`src/rtl/dim_stream_gen_pkg.sv`:
```
// Shared definitions for the dimming input-unit stream generator:
// FSM state encoding and the common field widths.
package dim_pkg;

  typedef enum logic [1:0] {
    WAIT_FRAME = 2'd0,
    LINE_WAIT  = 2'd1,
    ACTIVE     = 2'd2,
    FRAME_DONE = 2'd3
  } dimState_t;

  localparam int PIX_GROUP_W  = 192;
  localparam int BLOCK_ADDR_W = 4;
  localparam int LINE_CNT_W   = 7;

endpackage

```
`src/rtl/dim_stream_gen_if.sv`:
```
// Video-in / dimming-out bundle of the stream generator.
// master: the generator itself; slave: the input-unit buffer side.
interface dim_stream_gen_if
  import dim_pkg::*;
#(
  parameter int H_BLOCKS = 24
);
  logic                    iVS;
  logic                    iDE;
  logic [PIX_GROUP_W-1:0]  iPixelData;
  logic [H_BLOCKS-1:0]     oH_Duty;
  logic [PIX_GROUP_W-1:0]  oPixelData;
  logic [BLOCK_ADDR_W-1:0] oV_Address;
  logic                    oV_Duty;
  logic                    oOU_en;
  logic                    oALG_rst;
  logic [LINE_CNT_W-1:0]   oV_Block_Duty_Count;
  logic                    oLineErr;

  modport master (
    input  iVS, iDE, iPixelData,
    output oH_Duty, oPixelData, oV_Address, oV_Duty, oOU_en, oALG_rst,
           oV_Block_Duty_Count, oLineErr
  );

  modport slave (
    output iVS, iDE, iPixelData,
    input  oH_Duty, oPixelData, oV_Address, oV_Duty, oOU_en, oALG_rst,
           oV_Block_Duty_Count, oLineErr
  );
endinterface

```
`src/rtl/dim_stream_gen_zone_counter.sv`:
```
// Horizontal zone tracker: counts 8-pixel groups inside a line, steps the
// zone every GROUPS_PER_HBLOCK groups, and offers the one-hot zone of the
// group currently presented plus the saturating group total of the line.
module dim_zone_counter #(
  parameter int H_BLOCKS          = 24,
  parameter int GROUPS_PER_HBLOCK = 10,
  parameter int TOT_W             = 8
) (
  input  logic                iODCK,
  input  logic                iRST,
  input  logic                iClear,
  input  logic                iAdvance,
  output logic [H_BLOCKS-1:0] oOneHot,
  output logic                oInRange,
  output logic [TOT_W-1:0]    oGroupTotal
);
  localparam int ZONE_W = $clog2(H_BLOCKS + 1);
  localparam logic [7:0]        GRP_LAST = 8'(GROUPS_PER_HBLOCK - 1);
  localparam logic [ZONE_W-1:0] ZONE_END = ZONE_W'(H_BLOCKS);
  // Saturating one past a full line keeps overlong lines distinguishable.
  localparam logic [TOT_W-1:0]  TOT_MAX  = TOT_W'(H_BLOCKS * GROUPS_PER_HBLOCK + 1);

  logic [7:0]        grpCnt;
  logic [ZONE_W-1:0] zoneCnt;
  logic [TOT_W-1:0]  total;

  // Zone decode for the group being accepted this cycle.
  always_comb begin
    oInRange = (zoneCnt < ZONE_END);
    oOneHot  = '0;
    if (oInRange) oOneHot = H_BLOCKS'(1) << zoneCnt;
  end

  assign oGroupTotal = total;

  // Group/zone/total counters, cleared at line end and frame start.
  always_ff @(posedge iODCK or posedge iRST) begin
    if (iRST) begin
      grpCnt  <= '0;
      zoneCnt <= '0;
      total   <= '0;
    end else if (iClear) begin
      grpCnt  <= '0;
      zoneCnt <= '0;
      total   <= '0;
    end else if (iAdvance) begin
      if (total != TOT_MAX) total <= total + 1'b1;
      if (oInRange) begin
        if (grpCnt == GRP_LAST) begin
          grpCnt  <= '0;
          zoneCnt <= zoneCnt + 1'b1;
        end else begin
          grpCnt <= grpCnt + 1'b1;
        end
      end
    end
  end
endmodule

```
`src/rtl/dim_stream_gen.sv`:
```
// Transmit-side generator for the dimming input-unit interface.
// Turns DE/VS video into registered zone duty, vertical block address/line
// index, output-unit enable and algorithm reset.
// Optional feature: define DIM_STREAM_GEN_LINE_CHECK_EN to enable the sticky
// line-length error flag oLineErr (tied 0 otherwise).
module dim_stream_gen
  import dim_pkg::*;
#(
  parameter int H_BLOCKS          = 24,
  parameter int GROUPS_PER_HBLOCK = 10,
  parameter int V_BLOCKS          = 16,
  parameter int LINES_PER_VBLOCK  = 68
) (
  input logic              iODCK,
  input logic              iRST,
  dim_stream_gen_if.master bus
);
  localparam int GROUPS_PER_LINE = H_BLOCKS * GROUPS_PER_HBLOCK;
  localparam int TOT_W = $clog2(GROUPS_PER_LINE + 2);
  localparam logic [LINE_CNT_W-1:0]   LINE_LAST  = LINE_CNT_W'(LINES_PER_VBLOCK - 1);
  localparam logic [BLOCK_ADDR_W-1:0] BLOCK_LAST = BLOCK_ADDR_W'(V_BLOCKS - 1);

  dimState_t               state;
  logic                    vsPrev;
  logic [LINE_CNT_W-1:0]   lineCnt;
  logic [BLOCK_ADDR_W-1:0] blockCnt;
  logic                    vsRise;
  logic                    groupValid;
  logic                    lineEnd;
  logic                    zoneClear;
  logic [H_BLOCKS-1:0]     zoneOneHot;
  logic                    zoneInRange;
  logic [TOT_W-1:0]        groupTotal;

  // Frame-start and line event decode; VS wins over DE in the same cycle.
  always_comb begin
    vsRise     = bus.iVS & ~vsPrev;
    groupValid = ((state == LINE_WAIT) || (state == ACTIVE)) && bus.iDE && !vsRise;
    lineEnd    = (state == ACTIVE) && !bus.iDE && !vsRise;
    zoneClear  = vsRise || lineEnd;
  end

  dim_zone_counter #(
    .H_BLOCKS         (H_BLOCKS),
    .GROUPS_PER_HBLOCK(GROUPS_PER_HBLOCK),
    .TOT_W            (TOT_W)
  ) uZone (
    .iODCK      (iODCK),
    .iRST       (iRST),
    .iClear     (zoneClear),
    .iAdvance   (groupValid),
    .oOneHot    (zoneOneHot),
    .oInRange   (zoneInRange),
    .oGroupTotal(groupTotal)
  );

  // Frame FSM with line/block counters and the registered output bundle.
  // Address/line outputs are copies of the counters one cycle late, so the
  // oOU_en cycle still shows the completed block and its last line.
  always_ff @(posedge iODCK or posedge iRST) begin
    if (iRST) begin
      state                   <= WAIT_FRAME;
      vsPrev                  <= 1'b1;  // VS already high out of reset is not a rise
      lineCnt                 <= '0;
      blockCnt                <= '0;
      bus.oH_Duty             <= '0;
      bus.oPixelData          <= '0;
      bus.oV_Address          <= '0;
      bus.oV_Duty             <= 1'b0;
      bus.oOU_en              <= 1'b0;
      bus.oALG_rst            <= 1'b0;
      bus.oV_Block_Duty_Count <= '0;
    end else begin
      vsPrev                  <= bus.iVS;
      bus.oPixelData          <= bus.iPixelData;
      bus.oV_Duty             <= groupValid && zoneInRange;
      bus.oH_Duty             <= groupValid ? zoneOneHot : '0;
      bus.oV_Address          <= blockCnt;
      bus.oV_Block_Duty_Count <= lineCnt;
      bus.oALG_rst            <= vsRise;
      bus.oOU_en              <= 1'b0;
      if (vsRise) begin
        lineCnt  <= '0;
        blockCnt <= '0;
        state    <= LINE_WAIT;
      end else begin
        case (state)
          LINE_WAIT: if (bus.iDE) state <= ACTIVE;
          ACTIVE: begin
            if (!bus.iDE) begin
              if (lineCnt != LINE_LAST) begin
                lineCnt <= lineCnt + 1'b1;
                state   <= LINE_WAIT;
              end else begin
                bus.oOU_en <= 1'b1;
                lineCnt    <= '0;
                if (blockCnt != BLOCK_LAST) begin
                  blockCnt <= blockCnt + 1'b1;
                  state    <= LINE_WAIT;
                end else begin
                  state <= FRAME_DONE;
                end
              end
            end
          end
          WAIT_FRAME, FRAME_DONE: state <= state;
          default: state <= WAIT_FRAME;
        endcase
      end
    end
  end

`ifdef DIM_STREAM_GEN_LINE_CHECK_EN
  // Sticky line-length error, cleared only by reset or a new frame.
  always_ff @(posedge iODCK or posedge iRST) begin
    if (iRST) begin
      bus.oLineErr <= 1'b0;
    end else if (vsRise) begin
      bus.oLineErr <= 1'b0;
    end else if (lineEnd && (groupTotal != TOT_W'(GROUPS_PER_LINE))) begin
      bus.oLineErr <= 1'b1;
    end
  end
`else
  logic unusedGroupTotal;
  assign unusedGroupTotal = ^groupTotal;
  assign bus.oLineErr     = 1'b0;
`endif
endmodule

```
`src/flat_wrapper.sv`:
```
// flat-port wrapper written by rule: the top's interface ports become plain ports
module dim_stream_gen_flat import dim_pkg::*;
#(
  parameter int H_BLOCKS          = 24,
  parameter int GROUPS_PER_HBLOCK = 10,
  parameter int V_BLOCKS          = 16,
  parameter int LINES_PER_VBLOCK  = 68
)
  (iODCK, iRST, bus_iVS, bus_iDE, bus_iPixelData, bus_oH_Duty, bus_oPixelData, bus_oV_Address, bus_oV_Duty, bus_oOU_en, bus_oALG_rst, bus_oV_Block_Duty_Count, bus_oLineErr);
  dim_stream_gen_if #(.H_BLOCKS(H_BLOCKS)) bus_i ();
  input logic iODCK;
  input logic iRST;
  input wire logic [$bits(bus_i.iVS)-1:0] bus_iVS;
  input wire logic [$bits(bus_i.iDE)-1:0] bus_iDE;
  input wire logic [$bits(bus_i.iPixelData)-1:0] bus_iPixelData;
  output wire logic [$bits(bus_i.oH_Duty)-1:0] bus_oH_Duty;
  output wire logic [$bits(bus_i.oPixelData)-1:0] bus_oPixelData;
  output wire logic [$bits(bus_i.oV_Address)-1:0] bus_oV_Address;
  output wire logic [$bits(bus_i.oV_Duty)-1:0] bus_oV_Duty;
  output wire logic [$bits(bus_i.oOU_en)-1:0] bus_oOU_en;
  output wire logic [$bits(bus_i.oALG_rst)-1:0] bus_oALG_rst;
  output wire logic [$bits(bus_i.oV_Block_Duty_Count)-1:0] bus_oV_Block_Duty_Count;
  output wire logic [$bits(bus_i.oLineErr)-1:0] bus_oLineErr;
  assign bus_i.iVS = bus_iVS;
  assign bus_i.iDE = bus_iDE;
  assign bus_i.iPixelData = bus_iPixelData;
  assign bus_oH_Duty = bus_i.oH_Duty;
  assign bus_oPixelData = bus_i.oPixelData;
  assign bus_oV_Address = bus_i.oV_Address;
  assign bus_oV_Duty = bus_i.oV_Duty;
  assign bus_oOU_en = bus_i.oOU_en;
  assign bus_oALG_rst = bus_i.oALG_rst;
  assign bus_oV_Block_Duty_Count = bus_i.oV_Block_Duty_Count;
  assign bus_oLineErr = bus_i.oLineErr;
  dim_stream_gen #(.H_BLOCKS(H_BLOCKS), .GROUPS_PER_HBLOCK(GROUPS_PER_HBLOCK), .V_BLOCKS(V_BLOCKS), .LINES_PER_VBLOCK(LINES_PER_VBLOCK)) u_core (.iODCK(iODCK), .iRST(iRST), .bus(bus_i));
endmodule
```
`config.mk`:
```
export PLATFORM = sky130hd
export DESIGN_NAME = dim_stream_gen_flat
export DESIGN_NICKNAME = d
export VERILOG_FILES = /design/src/rtl/dim_stream_gen_pkg.sv /design/src/rtl/dim_stream_gen_if.sv /design/src/rtl/dim_stream_gen_zone_counter.sv /design/src/rtl/dim_stream_gen.sv /design/src/flat_wrapper.sv
export SDC_FILE = /design/constraint.sdc
export NUM_CORES = 1
export LEC_CHECK = 0
export CAP_MARGIN = 5
export CORE_AREA = 3 3 163 165
export CTS_BUF_LIST = sky130_fd_sc_hd__clkbuf_8
export DETAILED_ROUTE_END_ITERATION = 7
export DIE_AREA = 0 0 166 168
export DONT_BUFFER_PORTS = 1
export PLACE_DENSITY = 0.53
export SYNTH_ARGS = -nofsm -noshare
export SYNTH_HDL_FRONTEND = slang
export SYNTH_SLANG_ARGS = --single-unit
```
`constraint.sdc`:
```
create_clock -name iODCK -period 9.7 [get_ports iODCK]
set_input_delay 1.94 -clock iODCK [delete_from_list [all_inputs] [get_ports iODCK]]
set_output_delay 1.94 -clock iODCK [all_outputs]
set_load 0.02 [all_outputs]
```
==> summary.txt <==
Status = complete, no violations
Antenna violations before repair = 21
Yosys warnings = 0
Slew at the pin closest to its max-slew limit = 0.949 ns
Max Cap Violations = 0
Chip Width = 166 um
Source-to-sink clock delay at the later pin of the worst-skew pair = 0.53 ns
Clock tree root buffer cell = clkbuf_8
Cts repair resizes = 0
Post-Synth Simple-Gate Area = 0.0682
Core area = 25200 um^2
Routed WL = 24300 um
Number of I/O port buffers = 0
Pwr Total = 0.00251 W
Largest net degree at the start of global routing = 113
Worst hold slack = 0.434 ns
RSZ-0062 raised after global routing = no
Hold WC Path Type = reg -> reg
Global-route wire length before repair = 33200 um
H-tree Lvls = 2
DRT iter0 DRCs = 288
Worst setup path class = reg -> out
Nets = 681
Slew Viols, Final = 0
Share of the yosys chip area belonging to registers = 0.861
Post-DP HPWL = 18200 um
GRT Total Usage = 0.166
Primary FF master, synth = dfrtp_1
# clock sinks = 257
Die area = 27900 um^2
TNS Setup = 0 ns
ANT nets after route = 0
Synth Area in Compound Gates = 0.0298
Post-CTS Hold Buffers = 0
Static Leakage = 4.07 nW
Post-Syn Area = 7470 um^2
Crit path DAT = 1.09 ns
CTS tree = yes
Final Non-Filler Cells = 843
Post-synthesis mux area share = 0.00268
Layout cells sized above 1 = 0.162
Via density = 4.54
Synth Area in Adders = 0.0201
Most common cell after layout, fill and taps aside = dfrtp_1
Clock Skews = 0.0189 ns
Reg area = 6430 um^2
Initial Util = 0.297
RD Place Congestion = 0.900
Final setup fails = 0
Worst Path Required = 7.76 ns
Pwr dens = 280 nW/um^2
Syn_area_per_cell = 17.3 um^2
Area Overhead vs Synth = 19.7%
Leading cell types in the layout, fill and taps excluded = 256 x dfrtp_1, 59 x clkbuf_8, 36 x nor2_1
Max-slew headroom = 0.368
Final Hold Fails = 0
Grt total ovfl = 0
Fmax = 330 MHz
Worst VDD drop = 137 uV
Num rows = 58
Num CTS Buffers = 43
Fillers = 2350
Worst-path clk slew = 0.06 ns
Final min period = 3.03 ns
DRC Markers = 0
XOR/XNOR Fraction of Synth Area = 0.00704
Vias in the first global route = 4031
CTS max path bufs = 3
Setup bufs post-CTS = 0
Crit. End Element = primary output
Final Cycle Share = 0.312
Routed vias = 3828
Placed cells = 758
Multi-input logic area = 958 um^2
Largest family of logic cells by synthesized area = simple AND/OR/NAND/NOR gates
Synth Instances = 431
Max FO, Critical Path = 1
Synth cell types = 43
Die Y-Extent = 168 um
IO Count = 427
Drt first pass iters = 4
Post-synthesis register bit count = 257
Setup crit start kind = flip-flop
Net count after synthesis = 639
Asr flop ratio synth = 1.00
Wire length per cell = 28.8 um
EDFF count, synth = 0
==> final timing paths <==
kind	cells after the start	start	end	slack, ns
worst max-delay path	0	u_core.bus.oPixelData[68]$_DFF_PP0_	bus_oPixelData[68]	6.67
worst min-delay path	0	u_core.blockCnt[1]$_DFFE_PP0P_	u_core.bus.oV_Address[1]$_DFF_PP0_	0.43
worst max register to register	6	u_core.state[0]$_DFFE_PP0P_	u_core.uZone.grpCnt[2]$_DFFE_PP0P_	7.57
worst min register to register	0	u_core.blockCnt[1]$_DFFE_PP0P_	u_core.bus.oV_Address[1]$_DFF_PP0_	0.43
max in group asynchronous	2	iRST	u_core.bus.oV_Block_Duty_Count[6]$_DFF_PP0_	6.81
min in group asynchronous	1	iRST	u_core.bus.oPixelData[42]$_DFF_PP0_	1.40
==> cell type report <==
| type | instances | share of cell area |
|---|---|---|
| sequential | 257 | 0.719 |
| antenna | 8 | 0.00224 |
| clock inverter | 18 | 0.0263 |
| inverter | 13 | 0.00630 |
| multi-input combinational | 156 | 0.107 |
| timing repair buffer | 2 | 0.00168 |
| tap | 330 | 0.0462 |
| clock buffer | 59 | 0.0908 |
==> cells by family after synthesis <==
| kind of cell | after synthesis |
|---|---|
| compound gates | 35 |
| xor+xnor | 6 |
| fa+ha+maj | 12 |
| buf+inv | 18 |
| flops | 257 |
| mux | 2 |
| other cells | 1 |
| simple gates | 100 |
==> power breakdown <==
group          internal (W)  switching (W)
clock              0.000701       0.000434
combinational     0.0000380      0.0000834
sequential          0.00114       0.000115
total               0.00187       0.000632
==> stage by stage <==
step	utilization	instance area, um^2	worst slack, ns
2_1_floorplan	-	7470	0.692
3_3_place_gp	0.313	7880	6.33
3_5_place_dp	0.313	7880	6.23
4_1_cts	0.354	8920	6.60
5_1_grt	0.355	8930	6.50
6_report	0.355	8940	6.67
==> synthesized netlist by cell type (all sizes together) (3+ instances only) <==
library cell	instances	area, um^2
ha	12	150
buf	4	25.0
nand2b	4	27.5
nor3	5	25.0
nand2	23	86.3
or3	6	40.0
nor2	36	135
nand3	12	72.6
o2111ai	3	26.3
a21oi	10	50.1
xor2	6	52.6
o21ai	11	55.1
dfrtp	256	6410
inv	13	48.8
==> metal layers <==
metal / track usage / part of all wire
met5: 0 / 0.0045
met4: 0.0738 / 0.044
met3: 0.0944 / 0.11
met2: 0.251 / 0.47
met1: 0.193 / 0.37
==> flip-flops by register name, indices dropped and copies added, names as in the netlist, 4 cells and up <==
| register | count |
|---|---|
| u_core.bus.oH_Duty | 24 |
| u_core.bus.oV_Address | 4 |
| u_core.uZone.grpCnt | 8 |
| u_core.uZone.zoneCnt | 5 |
| u_core.bus.oV_Block_Duty_Count | 7 |
| u_core.lineCnt | 7 |
| u_core.blockCnt | 4 |
| u_core.bus.oPixelData | 192 |
(Power assumes the default switching activity.)
